==> src/rtl/serial_subtractor.sv <==
// rtl/serial_subtractor.sv - bit-serial A-B subtractor with start/done handshake
//
// Purpose:
//   Loads a and b in parallel on an accepted start. Consumes them one bit
//   per clock, LSB first, through a full-subtractor cell and a registered
//   borrow. Presents the parallel difference and the final borrow with a
//   one-cycle done pulse.
//
// Optional feature:
//   SUB_SAT_EN - when defined, an underflowing result (final borrow = 1)
//                is floored to zero. bout still reports the underflow.
//
// Ports:
//   clk    in   1      rising-edge clock
//   rst    in   1      synchronous, active-high reset
//   start  in   1      request; sampled only in IDLE
//   a      in   WIDTH  minuend, captured on the accepted start
//   b      in   WIDTH  subtrahend, captured on the accepted start
//   busy   out  1      high while in RUN
//   done   out  1      one-cycle pulse when diff/bout are updated
//   diff   out  WIDTH  (a-b) mod 2^WIDTH (floored to 0 on underflow with SUB_SAT_EN)
//   bout   out  1      final borrow, 1 iff a < b (unsigned)

// Full-subtractor cell: d = a - b - bin, with borrow out.
module full_subtractor_cell (
  input  logic a,
  input  logic b,
  input  logic bin,
  output logic d,
  output logic bout
);

  assign d    = a ^ b ^ bin;
  assign bout = (~a & b) | (~(a ^ b) & bin);

endmodule

module serial_subtractor #(
  parameter int WIDTH = 8
) (
  input  logic             clk,
  input  logic             rst,
  input  logic             start,
  input  logic [WIDTH-1:0] a,
  input  logic [WIDTH-1:0] b,
  output logic             busy,
  output logic             done,
  output logic [WIDTH-1:0] diff,
  output logic             bout
);

  localparam int CW = (WIDTH > 1) ? $clog2(WIDTH) : 1;
  localparam logic [CW-1:0] CNT_LAST = CW'(WIDTH - 1);

  typedef enum logic [1:0] {
    S_IDLE = 2'd0,
    S_RUN  = 2'd1,
    S_DONE = 2'd2
  } state_t;

  state_t           state_q,  state_d;
  logic [WIDTH-1:0] a_sh_q,   a_sh_d;
  logic [WIDTH-1:0] b_sh_q,   b_sh_d;
  logic [WIDTH-1:0] res_q,    res_d;
  logic             borrow_q, borrow_d;
  logic [CW-1:0]    cnt_q,    cnt_d;
  logic             busy_q,   busy_d;
  logic             done_q,   done_d;
  logic [WIDTH-1:0] diff_q,   diff_d;
  logic             bout_q,   bout_d;

  logic cell_d;
  logic cell_bout;

  // The cell always looks at the current LSBs; its outputs are only
  // consumed while in RUN.
  full_subtractor_cell u_cell (
    .a    (a_sh_q[0]),
    .b    (b_sh_q[0]),
    .bin  (borrow_q),
    .d    (cell_d),
    .bout (cell_bout)
  );

  always_comb begin
    state_d  = state_q;
    a_sh_d   = a_sh_q;
    b_sh_d   = b_sh_q;
    res_d    = res_q;
    borrow_d = borrow_q;
    cnt_d    = cnt_q;
    busy_d   = 1'b0;
    done_d   = 1'b0;
    diff_d   = diff_q;
    bout_d   = bout_q;

    unique case (state_q)
      S_IDLE: begin
        if (start) begin
          a_sh_d   = a;
          b_sh_d   = b;
          borrow_d = 1'b0;
          cnt_d    = '0;
          state_d  = S_RUN;
          busy_d   = 1'b1;
        end
      end

      S_RUN: begin
        // Result bits enter at the MSB so that after WIDTH shifts the
        // first (LSB) difference bit has arrived at bit 0.
        res_d    = {cell_d, res_q[WIDTH-1:1]};
        a_sh_d   = a_sh_q >> 1;
        b_sh_d   = b_sh_q >> 1;
        borrow_d = cell_bout;
        if (cnt_q == CNT_LAST) begin
          cnt_d   = '0;
          state_d = S_DONE;
          busy_d  = 1'b0;
        end else begin
          cnt_d   = cnt_q + 1'b1;
          busy_d  = 1'b1;
        end
      end

      S_DONE: begin
`ifdef SUB_SAT_EN
        diff_d = borrow_q ? '0 : res_q;
`else
        diff_d = res_q;
`endif
        bout_d  = borrow_q;
        done_d  = 1'b1;
        state_d = S_IDLE;
      end

      default: begin
        state_d = S_IDLE;
      end
    endcase
  end

  always_ff @(posedge clk) begin
    if (rst) begin
      state_q  <= S_IDLE;
      a_sh_q   <= '0;
      b_sh_q   <= '0;
      res_q    <= '0;
      borrow_q <= 1'b0;
      cnt_q    <= '0;
      busy_q   <= 1'b0;
      done_q   <= 1'b0;
      diff_q   <= '0;
      bout_q   <= 1'b0;
    end else begin
      state_q  <= state_d;
      a_sh_q   <= a_sh_d;
      b_sh_q   <= b_sh_d;
      res_q    <= res_d;
      borrow_q <= borrow_d;
      cnt_q    <= cnt_d;
      busy_q   <= busy_d;
      done_q   <= done_d;
      diff_q   <= diff_d;
      bout_q   <= bout_d;
    end
  end

  assign busy = busy_q;
  assign done = done_q;
  assign diff = diff_q;
  assign bout = bout_q;

endmodule

==> config.mk <==
export PLATFORM = sky130hd
export DESIGN_NAME = serial_subtractor
export DESIGN_NICKNAME = d
export VERILOG_FILES = /design/src/rtl/serial_subtractor.sv
export SDC_FILE = /design/constraint.sdc
export NUM_CORES = 1
export LEC_CHECK = 0
export ABC_AREA = 1
export CORE_UTILIZATION = 55
export CTS_CLUSTER_SIZE = 40
export DETAILED_ROUTE_END_ITERATION = 8
export PLACE_DENSITY = 0.83
export SYNTH_ARGS = -nofsm -noshare
export SYNTH_HDL_FRONTEND = slang
export SYNTH_SLANG_ARGS = --single-unit
==> constraint.sdc <==
create_clock -name clk -period 2 [get_ports clk]
set_input_delay 0.6 -clock clk [delete_from_list [all_inputs] [get_ports clk]]
set_output_delay 0.6 -clock clk [all_outputs]
set_load 0.01 [all_outputs]
**After elaboration in Yosys (flattened, before gate mapping)**

Cells that the tools add are included.

- Register bits after elaboration: 41
- Input bits: 19
- Output and inout port bits: 11
- Logic and storage cells: 43

- Add/sub/neg operators: 1
- Eq/ne operators: 5
- Muxes and demuxes: 16
- Bitwise gates (word level): 7
- Reduce and logical (&&, ||, !) cells: 4

Operators by type and width:

| kind | count |
|---|---|
| 8-bit one-hot mux with 2 select lines | 2 |
| 8-bit two-way mux | 2 |
| 3-bit two-way mux | 2 |
| 3-bit one-hot mux with 2 select lines | 1 |
| 1-bit two-way mux | 4 |
| 2-bit two-way mux | 2 |
| 2-bit inequality test (second input constant) | 2 |
| 1-bit one-hot mux with 2 select lines | 2 |
| 2-bit one-hot mux with 2 select lines | 1 |
| 2-bit AND reduction | 2 |
| 3-bit by 1-bit adder with 3-bit output (second input constant) | 1 |
| 3-bit equality test (second input constant) | 1 |
| 1-bit AND | 2 |
| 2-bit by 1-bit equality test with 1-bit output (second input constant) | 1 |
| 2-bit equality test (second input constant) | 1 |
| 2-bit logical NOT | 1 |
| 1-bit NOT | 2 |
| 2-bit nonzero test | 1 |
| 1-bit bitwise XOR | 2 |
| 1-bit bitwise OR | 1 |

**Logic depth before layout (Yosys ltp)**

- Depth in word-level cells: 5
- Depth in mapped cells: 7
- Gate-level depth less buffers: 6

**By module**

Synthesis repeated with hierarchy kept, for this count alone.

- Cells, all modules: 238
- Area total of the unflattened synthesis: 1699.1 um^2

By module, submodules not included:

| module | times used | cells each | area an instance (um^2) | seq. area each (um^2) |
|---|---|---|---|---|
| serial_subtractor | 1 | 234 | 1667.8 | 820.8 |
| full_subtractor_cell | 1 | 4 | 31.3 | 0.0 |

**Least setup slack after synthesis**

No wires, ideal clock.

- Path type: input -> register
- Start: in rst
- End: reg res_q[6]
- Setup time: 116 ps
- Arrival time: 1225 ps
- Slack: 659 ps
- Stages: 5
- Path through: clkbuf_1 -> inv_1 -> clkbuf_1 -> o21ai_0 -> nor2_1

RTL lines:

| what | line | source |
|---|---|---|
| start: declaration | 42 | `input logic rst,` |
| end signal: assignment | 159 | `res_q <= res_d;` |
| end: declaration | 64 | `logic [WIDTH-1:0] res_q, res_d;` |

**Worst setup path after layout**

- Start: reg diff_q[7] (netlist: diff[7])
- End: out diff[7]

RTL lines:

| what | line | source |
|---|---|---|
| start: declaration | 69 | `logic [WIDTH-1:0] diff_q, diff_d;` |
| start signal: assignment | 164 | `diff_q <= diff_d;` |
| end: declaration | 48 | `output logic [WIDTH-1:0] diff,` |

No word-level cell between the ends.

==> impl_metrics.ini <==
[sta]
finalCritPeriodShare_pct = 92.6
setup_tns_ps = 0
finalCriticalPeriod_ps = 1850
drv_slew = 0
setup-violations-final = 0
clock_skew_ps = 8.10
timing.slew.headroom_pct = 40.0
finalHoldViolations = 0
tightest_slew_ps = 897
clock.fmax_mhz = 540
rsz0062_at_grt = false

[global_routing]
grt_usage_pct = 23.3
gr-total-overflow = 0
antenna_found_initial = 0
grt_first_pass_wirelength_mm = 5.78
grt_max_degree = 27
first_global_vias = 1322

[layout]
drive_gt1_share_pct = 6.06
finish.utilization_pct = 73.9
nets = 285
syn_to_final_growth_pct = 24.5
num-fill-cells = 237
diodes = 0
final_cells = 295

[floorplan]
ios = 30
rows = 19
start_util_pct = 59.3
die_area_sq_um = 3280
dieHeight_um = 57.2
fp.coreArea_sq_um = 2830
die_x_um = 57.2

[synthesis]
synth_fp_nets = 254
yosys_warnings = 0
synth-simple-area-share_pct = 32.8
synth_compound_area_share_pct = 8.35
syn_avg_cell_area_sq_um = 7.23
ys_ff_latch = 41
synth.distinct_cells = 18
synth_top_family_by_area = simple AND/OR/NAND/NOR gates
synthAdderAreaFrac_pct = 2.68
synth-xor-area-share_pct = 0
syn_inst = 232
synthMuxAreaShare_pct = 0
syn_area_sq_um = 1680
yosysSeqAreaShare_pct = 48.9

[clocking]
clockBufferDepth = 2
htree_levels = 2
clkLatencyLatePin_ps = 350
cts_tree = done
clock-sinks = 41
ctsResizeCount = 0
cts_made_buffers = 5
cts_root_buffer = clkbuf_4
path_clk_slew_ps = 120
cts_setup_buffers = 0
holdBufCountCts = 0

[critical_path]
r2r-start = state_q[0]
r2r_setup_slack_ps = 380
r2r-end = a_sh_q[5]
cp_max_fo = 2
path_cells = clkdlybuf4s50_1
crit_buf_inv = 1
critical_path.top_delay_family = buffers and inverters
slowest_delay_ps = 540
cp-end-kind = output port
crit_type = flop to output port
ff2ff_path_depth = 5
cp.arrival_ps = 1250
cp-startpoint = diff[7]
cp_slowest_cell = clkdlybuf4s50_1
crit_required_ps = 1400
start_kind = flop

[placed_design]
port_buffers = 29
dpl.cell_count = 287
gp_congestion = 0.821
dp_hpwl_mm = 2.21

[detailed_routing]
drt-total-wl_mm = 3.45
antenna_left = 0
vias = 1481
drc = 2
dr.pass1.iters = 9
post_drt_wl_per_cell_um = 11.7
drtIter0Drc = 41
drt-vias-per-instance = 5.02

[run]
maxCapViolations = 0

[power]
power.total_w = 0.00173
p_leak_nw = 0.941
pwr-share-seq_pct = 51.1
p_sw_w = 0.000399
ir_drop_mv = 0.628
power_density_nw_per_um2 = 826
pwr-share-clk_pct = 37.9
comb_power_share_pct = 11.0
power.internal_w = 0.00133
switching_share_pct = 23.1

[hold_path]
min_path_type = flop to flop
min_from = a_sh_q[7]
hold_end = a_sh_q[7]
holdPathStages = 2

[outcome]
violations = DRC
status = finished, violations left
state kept, by name, indices dropped and copies added (netlist names):
name      count
bout          1
b_sh_q        8
busy          1
a_sh_q        8
borrow_q      1
cnt_q         3
res_q         8
done          1
diff          8
state_q       2
metrics by stage:
stage	setup WS, ps	hold WS, ps	cell area [sq um]
floorplan	659	445	1680
global placement	145	454	1990
detailed placement	102	457	1990
CTS	138	475	2090
global route	110	488	2090
finish	148	470	2090
worst max path at each step:
| stage | to | slack (ps) | cells after the start |
|---|---|---|---|
| after floorplan | res_q[6] | 660 | 5 |
| after global placement | a_sh_q[1] | 140 | 7 |
| after detailed placement | diff[6] | 100 | 4 |
| after CTS | diff[7] | 140 | 1 |
| after global routing | diff[7] | 110 | 1 |
| final | diff[7] | 150 | 1 |
layer usage:
layer	vias to the layer above	track usage [%]	wire length (um)
li1	794	-	-
met1	646	28.9	1590
met2	34	37.6	1630
met3	7	4.99	160
met4	0	13.6	75
met5	-	0	0
cells in the final DEF, fill, tap and decap left out:
cell / instances
nand3_1: 26
clkinv_2: 1
dfxtp_1: 41
nand2_1: 42
bufinv_16: 2
a21oi_1: 7
buf_4: 4
ha_1: 2
fa_1: 1
nand2_2: 1
clkdlybuf4s50_1: 29
o21a_1: 2
nor2_1: 61
inv_1: 17
o21ai_0: 18
clkinv_1: 1
inv_2: 1
clkbuf_4: 5
nor2_4: 2
nor3_1: 1
cell usage after synthesis:
cell	number	area [sq um]
nor2_1	61	229
nand2_1	42	158
dfxtp_1	41	821
nand3_1	26	130
o21ai_0	18	90.1
inv_1	17	63.8
a21oi_1	7	35.0
buf_4	4	30.0
clkbuf_1	4	15.0
ha_1	2	25.0
nor2_4	2	22.5
o21a_1	2	15.0
buf_2	1	5.00
clkinv_1	1	3.75
fa_1	1	20.0
inv_2	1	3.75
nand2_2	1	6.26
nor3_1	1	5.00
final cells by class:
class	instances	area (sq um)	share of cell area, %
Multi-Input combinational cell	163	736	35.2
Tap cell	31	38.8	1.86
Sequential cell	41	821	39.3
Timing Repair Buffer	33	320	15.3
Clock buffer	5	37.5	1.80
Inverter	19	71.3	3.41
Clock inverter	3	65.1	3.11
kinds of logic after synthesis:
kind of cell	after synthesis
AND/OR/NAND/NOR	133
buffers and inverters	28
adder cells (fa/ha/maj)	3
flip-flops	41
AO/OA/AOI/OAI	27
power groups by stage:
| stage | Sequential, W | Combinational [W] | Clock [W] |
|---|---|---|---|
| after floorplan | 0.000895 | 0.000125 | 0 |
| after global placement | 0.000899 | 0.000187 | 0 |
| after detailed placement | 0.000900 | 0.000189 | 0 |
| after CTS | 0.000881 | 0.000192 | 0.000667 |
| after global routing | 0.000887 | 0.000216 | 0.000693 |
| final | 0.000882 | 0.000190 | 0.000655 |
(Power assumes the default switching activity.)
